## config.mk

```make
export PLATFORM = sky130hd
export DESIGN_NAME = spi_xfer_arbiter_flat
export DESIGN_NICKNAME = d
export VERILOG_FILES = /design/src/rtl/spi_xfer_arbiter_if.sv /design/src/rtl/spi_xfer_arbiter.sv /design/src/flat_wrapper.sv
export SDC_FILE = /design/constraint.sdc
export NUM_CORES = 1
export LEC_CHECK = 0
export CORE_ASPECT_RATIO = 2
export CORE_MARGIN = 3
export CORE_UTILIZATION = 48
export CTS_CLUSTER_DIAMETER = 120
export CTS_CLUSTER_SIZE = 20
export DETAILED_ROUTE_END_ITERATION = 8
export PLACE_DENSITY = 0.85
export SYNTH_ARGS = -nofsm -noshare
export SYNTH_HDL_FRONTEND = slang
export SYNTH_SLANG_ARGS = --single-unit
```

## constraint.sdc

```tcl
create_clock -name clk -period 4.2 [get_ports clk]
set_clock_uncertainty 0.2 [all_clocks]
set_input_delay 0.42 -clock clk [delete_from_list [all_inputs] [get_ports clk]]
set_output_delay 0.42 -clock clk [all_outputs]
set_load 0.02 [all_outputs]
```

## src/rtl/spi_xfer_arbiter_if.sv

```systemverilog
// ---------------------------------------------------------------------------
// spi_xfer_arbiter_if
// Byte-engine bus between spi_xfer_arbiter and a shared spi_master.
//   m_start    arbiter -> engine  1-cycle start pulse
//   m_tx_data  arbiter -> engine  byte to shift out
//   m_cpol     arbiter -> engine  SPI clock polarity
//   m_cpha     arbiter -> engine  SPI clock phase
//   m_tx_ready engine -> arbiter  engine idle, may accept m_start
//   m_done     engine -> arbiter  1-cycle pulse, byte complete
//   m_rx_data  engine -> arbiter  received byte, valid with m_done
// Modports: master = arbiter side, slave = engine side.
// ---------------------------------------------------------------------------
interface spi_xfer_arbiter_if;
  logic       m_start;
  logic [7:0] m_tx_data;
  logic       m_cpol;
  logic       m_cpha;
  logic       m_tx_ready;
  logic       m_done;
  logic [7:0] m_rx_data;

  modport master (
    output m_start, m_tx_data, m_cpol, m_cpha,
    input  m_tx_ready, m_done, m_rx_data
  );

  modport slave (
    input  m_start, m_tx_data, m_cpol, m_cpha,
    output m_tx_ready, m_done, m_rx_data
  );
endinterface

```

## src/rtl/spi_xfer_arbiter.sv

```systemverilog
// ---------------------------------------------------------------------------
// spi_xfer_arbiter
// Round-robin sequencer that runs multi-byte SPI transactions for NUM_REQ
// requesters through one shared spi_master byte engine. Owns the chip
// selects (setup/hold timing) and the per-transaction CPOL/CPHA mode.
//
// Ports
//   clk, rst                 clock, asynchronous active-high reset
//   req/req_len/req_cpol/req_cpha/tx_byte   per-requester request side
//   gnt, tx_pop, rx_data, rx_valid, xfer_done, xfer_err  per-requester status
//   CS_n                     active-low chip selects, one per requester
//   m_if (master modport)    byte-engine bus (start/tx/mode/ready/done/rx)
//
// Optional feature: define SPI_ARB_TIMEOUT_EN to add a per-byte watchdog in
// WAIT that aborts the transaction after TIMEOUT_CYC cycles and flags
// xfer_err with xfer_done. Without it, WAIT waits for m_done indefinitely.
// ---------------------------------------------------------------------------
module spi_xfer_arbiter #(
  parameter int NUM_REQ     = 2,
  parameter int LEN_W       = 4,
  parameter int CS_SETUP    = 4,
  parameter int CS_HOLD     = 4,
  parameter int TIMEOUT_CYC = 2048
) (
  input  logic                     clk,
  input  logic                     rst,
  input  logic [NUM_REQ-1:0]       req,
  input  logic [NUM_REQ*LEN_W-1:0] req_len,
  input  logic [NUM_REQ-1:0]       req_cpol,
  input  logic [NUM_REQ-1:0]       req_cpha,
  input  logic [NUM_REQ*8-1:0]     tx_byte,
  output logic [NUM_REQ-1:0]       gnt,
  output logic [NUM_REQ-1:0]       tx_pop,
  output logic [7:0]               rx_data,
  output logic [NUM_REQ-1:0]       rx_valid,
  output logic [NUM_REQ-1:0]       xfer_done,
  output logic [NUM_REQ-1:0]       xfer_err,
  output logic [NUM_REQ-1:0]       CS_n,
  spi_xfer_arbiter_if.master       m_if
);

  localparam int IDX_W   = (NUM_REQ > 1) ? $clog2(NUM_REQ) : 1;
  localparam int CNT_MAX = (CS_SETUP > CS_HOLD) ? CS_SETUP : CS_HOLD;
  localparam int CNT_W   = $clog2(CNT_MAX + 1);

  typedef enum logic [2:0] {
    ST_IDLE  = 3'd0,
    ST_SETUP = 3'd1,
    ST_START = 3'd2,
    ST_WAIT  = 3'd3,
    ST_HOLD  = 3'd4
  } state_t;

  // First set request at or after ptr, wrapping modulo NUM_REQ.
  function automatic logic [IDX_W-1:0] rr_pick(input logic [NUM_REQ-1:0] r,
                                               input logic [IDX_W-1:0]   ptr);
    logic [IDX_W-1:0]   sel;
    logic               found;
    logic [NUM_REQ-1:0] sh;
    int                 idx;
    sel   = ptr;
    found = 1'b0;
    for (int i = 0; i < NUM_REQ; i++) begin
      idx = (int'(ptr) + i) % NUM_REQ;
      sh  = r >> idx;
      if (!found && sh[0]) begin
        sel   = IDX_W'(idx);
        found = 1'b1;
      end else begin
        found = found;
      end
    end
    return sel;
  endfunction

  function automatic logic [NUM_REQ-1:0] onehot(input logic [IDX_W-1:0] i);
    return NUM_REQ'(1) << i;
  endfunction

  function automatic logic [IDX_W-1:0] rr_next(input logic [IDX_W-1:0] g);
    return (int'(g) == NUM_REQ - 1) ? IDX_W'(0) : g + IDX_W'(1);
  endfunction

  state_t             state_q, state_d;
  logic [NUM_REQ-1:0] gnt_q, gnt_d, cs_n_q, cs_n_d;
  logic [IDX_W-1:0]   g_q, g_d, rr_q, rr_d;
  logic [LEN_W-1:0]   len_q, len_d;
  logic               cpol_q, cpol_d, cpha_q, cpha_d;
  logic [CNT_W-1:0]   cnt_q, cnt_d;
  logic [NUM_REQ-1:0] tx_pop_q, tx_pop_d, rx_valid_q, rx_valid_d;
  logic [NUM_REQ-1:0] xfer_done_q, xfer_done_d;
  logic [7:0]         rx_data_q, rx_data_d, m_tx_data_q, m_tx_data_d;
  logic               m_start_q, m_start_d;
  logic [IDX_W-1:0]   pick_s;
  logic [LEN_W-1:0]   pick_len_s;

`ifdef SPI_ARB_TIMEOUT_EN
  localparam int WD_W = $clog2(TIMEOUT_CYC + 1);
  logic [WD_W-1:0]    wd_q, wd_d;
  logic               err_q, err_d;
  logic [NUM_REQ-1:0] xfer_err_q, xfer_err_d;
`else
  localparam int timeout_unused = TIMEOUT_CYC;
`endif

  // Arbitration winner and its requested length for the IDLE grant decision.
  always_comb begin
    pick_s     = rr_pick(req, rr_q);
    pick_len_s = req_len[int'(pick_s)*LEN_W +: LEN_W];
  end

  // Next-state and output logic of the transaction FSM.
  always_comb begin
    state_d     = state_q;
    gnt_d       = gnt_q;
    cs_n_d      = cs_n_q;
    g_d         = g_q;
    rr_d        = rr_q;
    len_d       = len_q;
    cpol_d      = cpol_q;
    cpha_d      = cpha_q;
    cnt_d       = cnt_q;
    rx_data_d   = rx_data_q;
    m_tx_data_d = m_tx_data_q;
    m_start_d   = 1'b0;
    tx_pop_d    = '0;
    rx_valid_d  = '0;
    xfer_done_d = '0;
`ifdef SPI_ARB_TIMEOUT_EN
    wd_d        = wd_q;
    err_d       = err_q;
    xfer_err_d  = '0;
`endif
    case (state_q)
      ST_IDLE: begin
        if (|req) begin
          g_d     = pick_s;
          gnt_d   = onehot(pick_s);
          cs_n_d  = ~onehot(pick_s);
          // A zero length still moves one byte.
          len_d   = (pick_len_s == '0) ? LEN_W'(1) : pick_len_s;
          cpol_d  = req_cpol[pick_s];
          cpha_d  = req_cpha[pick_s];
          cnt_d   = CNT_W'(CS_SETUP - 1);
`ifdef SPI_ARB_TIMEOUT_EN
          err_d   = 1'b0;
`endif
          state_d = ST_SETUP;
        end else begin
          state_d = ST_IDLE;
        end
      end
      ST_SETUP: begin
        if (cnt_q == '0) begin
          state_d = ST_START;
        end else begin
          cnt_d = cnt_q - CNT_W'(1);
        end
      end
      ST_START: begin
        if (m_if.m_tx_ready) begin
          m_start_d   = 1'b1;
          m_tx_data_d = tx_byte[int'(g_q)*8 +: 8];
          tx_pop_d    = onehot(g_q);
`ifdef SPI_ARB_TIMEOUT_EN
          wd_d        = '0;
`endif
          state_d     = ST_WAIT;
        end else begin
          state_d = ST_START;
        end
      end
      ST_WAIT: begin
        if (m_if.m_done) begin
          rx_data_d  = m_if.m_rx_data;
          rx_valid_d = onehot(g_q);
          len_d      = len_q - LEN_W'(1);
          if (len_q == LEN_W'(1)) begin
            cnt_d   = CNT_W'(CS_HOLD - 1);
            state_d = ST_HOLD;
          end else begin
            state_d = ST_START;
          end
        end
`ifdef SPI_ARB_TIMEOUT_EN
        else if (wd_q == WD_W'(TIMEOUT_CYC - 1)) begin
          // Engine stuck: drop the remaining bytes and close the frame.
          err_d   = 1'b1;
          cnt_d   = CNT_W'(CS_HOLD - 1);
          state_d = ST_HOLD;
        end else begin
          wd_d = wd_q + WD_W'(1);
        end
`else
        else begin
          state_d = ST_WAIT;
        end
`endif
      end
      ST_HOLD: begin
        if (cnt_q == '0) begin
          cs_n_d      = '1;
          gnt_d       = '0;
          xfer_done_d = onehot(g_q);
`ifdef SPI_ARB_TIMEOUT_EN
          xfer_err_d  = err_q ? onehot(g_q) : '0;
`endif
          // Advance past the winner so other pending requesters go first.
          rr_d        = rr_next(g_q);
          state_d     = ST_IDLE;
        end else begin
          cnt_d = cnt_q - CNT_W'(1);
        end
      end
      default: begin
        cs_n_d  = '1;
        gnt_d   = '0;
        state_d = ST_IDLE;
      end
    endcase
  end

  // FSM state and registered outputs; reset releases all chip selects at once.
  always_ff @(posedge clk or posedge rst) begin
    if (rst) begin
      state_q     <= ST_IDLE;
      gnt_q       <= '0;
      cs_n_q      <= '1;
      g_q         <= '0;
      rr_q        <= '0;
      len_q       <= '0;
      cpol_q      <= 1'b0;
      cpha_q      <= 1'b0;
      cnt_q       <= '0;
      rx_data_q   <= 8'h00;
      m_tx_data_q <= 8'h00;
      m_start_q   <= 1'b0;
      tx_pop_q    <= '0;
      rx_valid_q  <= '0;
      xfer_done_q <= '0;
    end else begin
      state_q     <= state_d;
      gnt_q       <= gnt_d;
      cs_n_q      <= cs_n_d;
      g_q         <= g_d;
      rr_q        <= rr_d;
      len_q       <= len_d;
      cpol_q      <= cpol_d;
      cpha_q      <= cpha_d;
      cnt_q       <= cnt_d;
      rx_data_q   <= rx_data_d;
      m_tx_data_q <= m_tx_data_d;
      m_start_q   <= m_start_d;
      tx_pop_q    <= tx_pop_d;
      rx_valid_q  <= rx_valid_d;
      xfer_done_q <= xfer_done_d;
    end
  end

`ifdef SPI_ARB_TIMEOUT_EN
  // Watchdog counter, abort flag and error pulse.
  always_ff @(posedge clk or posedge rst) begin
    if (rst) begin
      wd_q       <= '0;
      err_q      <= 1'b0;
      xfer_err_q <= '0;
    end else begin
      wd_q       <= wd_d;
      err_q      <= err_d;
      xfer_err_q <= xfer_err_d;
    end
  end
  assign xfer_err = xfer_err_q;
`else
  assign xfer_err = '0;
`endif

  assign gnt       = gnt_q;
  assign CS_n      = cs_n_q;
  assign tx_pop    = tx_pop_q;
  assign rx_data   = rx_data_q;
  assign rx_valid  = rx_valid_q;
  assign xfer_done = xfer_done_q;

  // Mode comes from the grant-time latch and is simply held through IDLE.
  assign m_if.m_start   = m_start_q;
  assign m_if.m_tx_data = m_tx_data_q;
  assign m_if.m_cpol    = cpol_q;
  assign m_if.m_cpha    = cpha_q;

endmodule
```

## src/flat_wrapper.sv

```systemverilog
// flat-port wrapper written by rule: the top's interface ports become plain ports
module spi_xfer_arbiter_flat 
#(
  parameter int NUM_REQ     = 2,
  parameter int LEN_W       = 4,
  parameter int CS_SETUP    = 4,
  parameter int CS_HOLD     = 4,
  parameter int TIMEOUT_CYC = 2048
)
  (clk, rst, req, req_len, req_cpol, req_cpha, tx_byte, gnt, tx_pop, rx_data, rx_valid, xfer_done, xfer_err, CS_n, m_if_m_start, m_if_m_tx_data, m_if_m_cpol, m_if_m_cpha, m_if_m_tx_ready, m_if_m_done, m_if_m_rx_data);
  spi_xfer_arbiter_if m_if_i ();
  input  logic clk;
  input  logic rst;
  input  logic [NUM_REQ-1:0] req;
  input  logic [NUM_REQ*LEN_W-1:0] req_len;
  input  logic [NUM_REQ-1:0] req_cpol;
  input  logic [NUM_REQ-1:0] req_cpha;
  input  logic [NUM_REQ*8-1:0] tx_byte;
  output logic [NUM_REQ-1:0] gnt;
  output logic [NUM_REQ-1:0] tx_pop;
  output logic [7:0] rx_data;
  output logic [NUM_REQ-1:0] rx_valid;
  output logic [NUM_REQ-1:0] xfer_done;
  output logic [NUM_REQ-1:0] xfer_err;
  output logic [NUM_REQ-1:0] CS_n;
  output wire logic [$bits(m_if_i.m_start)-1:0] m_if_m_start;
  output wire logic [$bits(m_if_i.m_tx_data)-1:0] m_if_m_tx_data;
  output wire logic [$bits(m_if_i.m_cpol)-1:0] m_if_m_cpol;
  output wire logic [$bits(m_if_i.m_cpha)-1:0] m_if_m_cpha;
  input wire logic [$bits(m_if_i.m_tx_ready)-1:0] m_if_m_tx_ready;
  input wire logic [$bits(m_if_i.m_done)-1:0] m_if_m_done;
  input wire logic [$bits(m_if_i.m_rx_data)-1:0] m_if_m_rx_data;
  assign m_if_m_start = m_if_i.m_start;
  assign m_if_m_tx_data = m_if_i.m_tx_data;
  assign m_if_m_cpol = m_if_i.m_cpol;
  assign m_if_m_cpha = m_if_i.m_cpha;
  assign m_if_i.m_tx_ready = m_if_m_tx_ready;
  assign m_if_i.m_done = m_if_m_done;
  assign m_if_i.m_rx_data = m_if_m_rx_data;
  spi_xfer_arbiter #(.NUM_REQ(NUM_REQ), .LEN_W(LEN_W), .CS_SETUP(CS_SETUP), .CS_HOLD(CS_HOLD), .TIMEOUT_CYC(TIMEOUT_CYC)) u_core (.clk(clk), .rst(rst), .req(req), .req_len(req_len), .req_cpol(req_cpol), .req_cpha(req_cpha), .tx_byte(tx_byte), .gnt(gnt), .tx_pop(tx_pop), .rx_data(rx_data), .rx_valid(rx_valid), .xfer_done(xfer_done), .xfer_err(xfer_err), .CS_n(CS_n), .m_if(m_if_i));
endmodule
```

==> impl_results.md <==
- Status: completed
- Initial Utilization: between 50% and 60%
- Synth cell types: 52
- Die W: 51.5 µm
- Slew headroom: 59.1%
- Fin. Hold Viols: 0
- CP Max Fanout: 7
- Tcrit/Tclk final: 50.8%
- IO Pins: 73
- EDFF count, synth: 0
- Seq cells post-synth: 41
- Seq/Total Area, Yosys: approximately half
- Crit path buf inv count: 1
- Num rows: 32
- Synthesis-to-finish area growth: 40.3%
- DR WL/cell: 14.4 µm
- Max stage delay on crit path: 0.43 ns
- Routed Antenna Nets: 0
- Hold Crit Class: reg -> reg
- Die area: 5000 µm²
- Post-synth top area share: 49.1%
- Mean Syn Cell Area: 9.95 µm²
- Antenna violations before repair: 0
- # DRC: 0
- Setup-failing EPs final: 0
- VDD IR max: 0.000527 V
- DP Area: about 2700 µm²
- Post-synthesis instance total: 200
- MaxCap Viol Count: 0
- Worst-skew pair later-pin latency: just under 0.3 ns
- Power per Cell Area: 646 nW/µm²
- Sum of negative setup slack: 0 ns
- Max Root-Sink Buffers: 2
- Post-route cell area: roughly 2800 µm²
- Cell Chain, Critical Path: inv_1 > ha_1 > nor2b_1 > a2111oi_0 > or3_1 > o21a_1
- Synth top area cells: dfrtp_1, nand2_1, mux2i_1, a21oi_1, nor2_1
- Worst Path Required: about 4.2 ns
- Worst path slowest cell: nor2b_1
- RSZ-0062 raised after global routing: false
- # clock sinks: 41
- Total track usage: 19.6%
- Placer Congestion: 0.877
- CTS Hold Bufs: 0
- Routed Wire Length: 4610 µm
- Max Transition Viols Final: 0
- Vias: ~1700
- Critical setup path kind: reg -> reg
- Minimum clock period: between 2 and 2.5 ns
- LEAKAGE: 1.25 nW
- Cell family with most CP delay: simple AND/OR/NAND/NOR gates
- Total gr overflow: 0
- Post-synth ARST share: 100%
- Diode count: 0
- Yosys warnings: 0
- Root buffer cell: clkbuf_8
- Peak Freq: 0.469 GHz
- DR vias/cell: 5.20
- Setup Buffers After CTS: 0
- CTS tree: built
- Total CTS buffers: 5
- First-pass GRT wire length: 7360 µm
- Die Y: 97.0 µm
- HPWL after DPL: 3510 µm
- Synth Flop Type: dfrtp_1
- Vias in the first global route: 1641
- H-tree depth: 2
- TritonRoute pass-1 iters: 3
- Clock-pin slew on the worst setup and hold paths: 0.07 ns
- CP startpoint kind: register
- Worst slew pin tran: between 0.6 and 0.7 ns
- Largest net degree at the start of global routing: 42
- Post-CTS resize count: 0
- Synth Cell Area: 1990 µm²
- Arr. time, crit path: approximately 2.1 ns
- I/O Buffers: 70
- Total core area: 3920 µm²
- CP Capture Type: register
- Area leader, netlist: dfrtp_1
- Layout cells sized above 1: 6.69%
- Violation count after the first detailed-routing iteration: 17
- Final net count: approximately 310
==> routing by layer <==
metal  GRT usage, %  routed length (µm)  vias to the layer above
met5              0                   0                        -
met4           8.69                 104                        0
met3           5.39                 194                       11
met2           34.3                2650                       43
met1           20.9                1670                      786
li1               -                   -                      823
==> placed cells by master, fill, tap and decap left out, drive strengths merged, types with 2 or more instances in the layout <==
cell type and n:
or3 2, conb 2, and2 5, o21ai 4, a21oi 14, dfstp 2
a2bb2oi 2, ha 4, dfrtp 39, mux2i 11, o211a 3, o31ai 2
nor3 3, nor2 17, clkbuf 8, nand2 34, clkdlybuf4s50 70, inv 6
nand3b 2, o21bai 2, a31oi 2, or2 3, nand4b 3, nor2b 2
nand3 6
==> sequential cells by signal, summed over array words and instances, names as in the netlist, 2 cells and up <==
signal / count
u_core.m_if.m_tx_data: 8
u_core.rx_data: 8
u_core.len_q: 4
u_core.cnt_q: 3
u_core.state_q: 3
u_core.CS_n: 2
u_core.gnt: 2
u_core.rx_valid: 2
u_core.tx_pop: 2
u_core.xfer_done: 2
==> worst min-delay path, delay by kind of cell (launching register included) <==
kind          cells  cell delay (ns)
simple gates      2             0.11
flops             1             0.35
==> logic make-up after synthesis <==
logic type               synth area share (%)
flip-flops                               51.7
buffers and inverters                    4.59
AND/OR/NAND/NOR                          20.2
AO/OA/AOI/OAI                            14.3
adder cells (fa/ha/maj)                  2.52
multiplexers                             6.10
XOR/XNOR                                0.440
other                                   0.188
==> worst paths after layout <==
check	from	to	slack [ns]	cells past startpoint
max in group asynchronous	rst	u_core.CS_n[1]	3.09	3
worst max register to register	u_core.cnt_q[0]	u_core.cnt_q[0]	2.07	6
min in group asynchronous	rst	u_core.m_if.m_tx_data[0]	0.34	3
worst max-delay path	u_core.cnt_q[0]	u_core.cnt_q[0]	2.07	6
worst min-delay path	u_core.rx_data[3]	u_core.rx_data[3]	0.28	2
worst min register to register	u_core.rx_data[3]	u_core.rx_data[3]	0.28	2
==> stage by stage <==
stage	worst slack [ns]	total power, mW	std cells	hold WS [ns]	utilization [%]
finish	2.07	1.80	320	0.283	71.1
global route	1.93	1.92	320	0.311	71.1
CTS	2.07	1.82	320	0.284	71.1
detailed placement	1.88	1.56	312	0.266	68.8
global placement	1.94	1.54	312	0.262	68.8
floorplan	2.36	1.21	201	0.251	-
==> Yosys cell counts, types with 3 or more instances <==
| master | n |
|---|---|
| dfrtp_1 | 39 |
| nand2_1 | 33 |
| nor2_1 | 16 |
| a21oi_1 | 14 |
| mux2i_1 | 11 |
| inv_1 | 7 |
| nand3_1 | 6 |
| clkbuf_1 | 5 |
| and2_1 | 4 |
| ha_1 | 4 |
| o21ai_0 | 4 |
| nand4b_1 | 3 |
| nor3_1 | 3 |
| o211a_1 | 3 |
==> final cells by class <==
class                   instances  area (µm²)
flip-flops and latches         41        1030
clock buffers                   8        90.1
repair buffers                 71         708
multi-input cells             142         873
well taps                      51        63.8
fillers                       342        1130
inverters                       7        26.3
==> report_power, final <==
part	total, mW	internal, mW	switching [mW]
Combinational	0.847	0.421	0.426
Clock	0.258	0.134	0.124
Sequential	0.699	0.561	0.138
No activity file was read; power rests on OpenSTA's default activity.
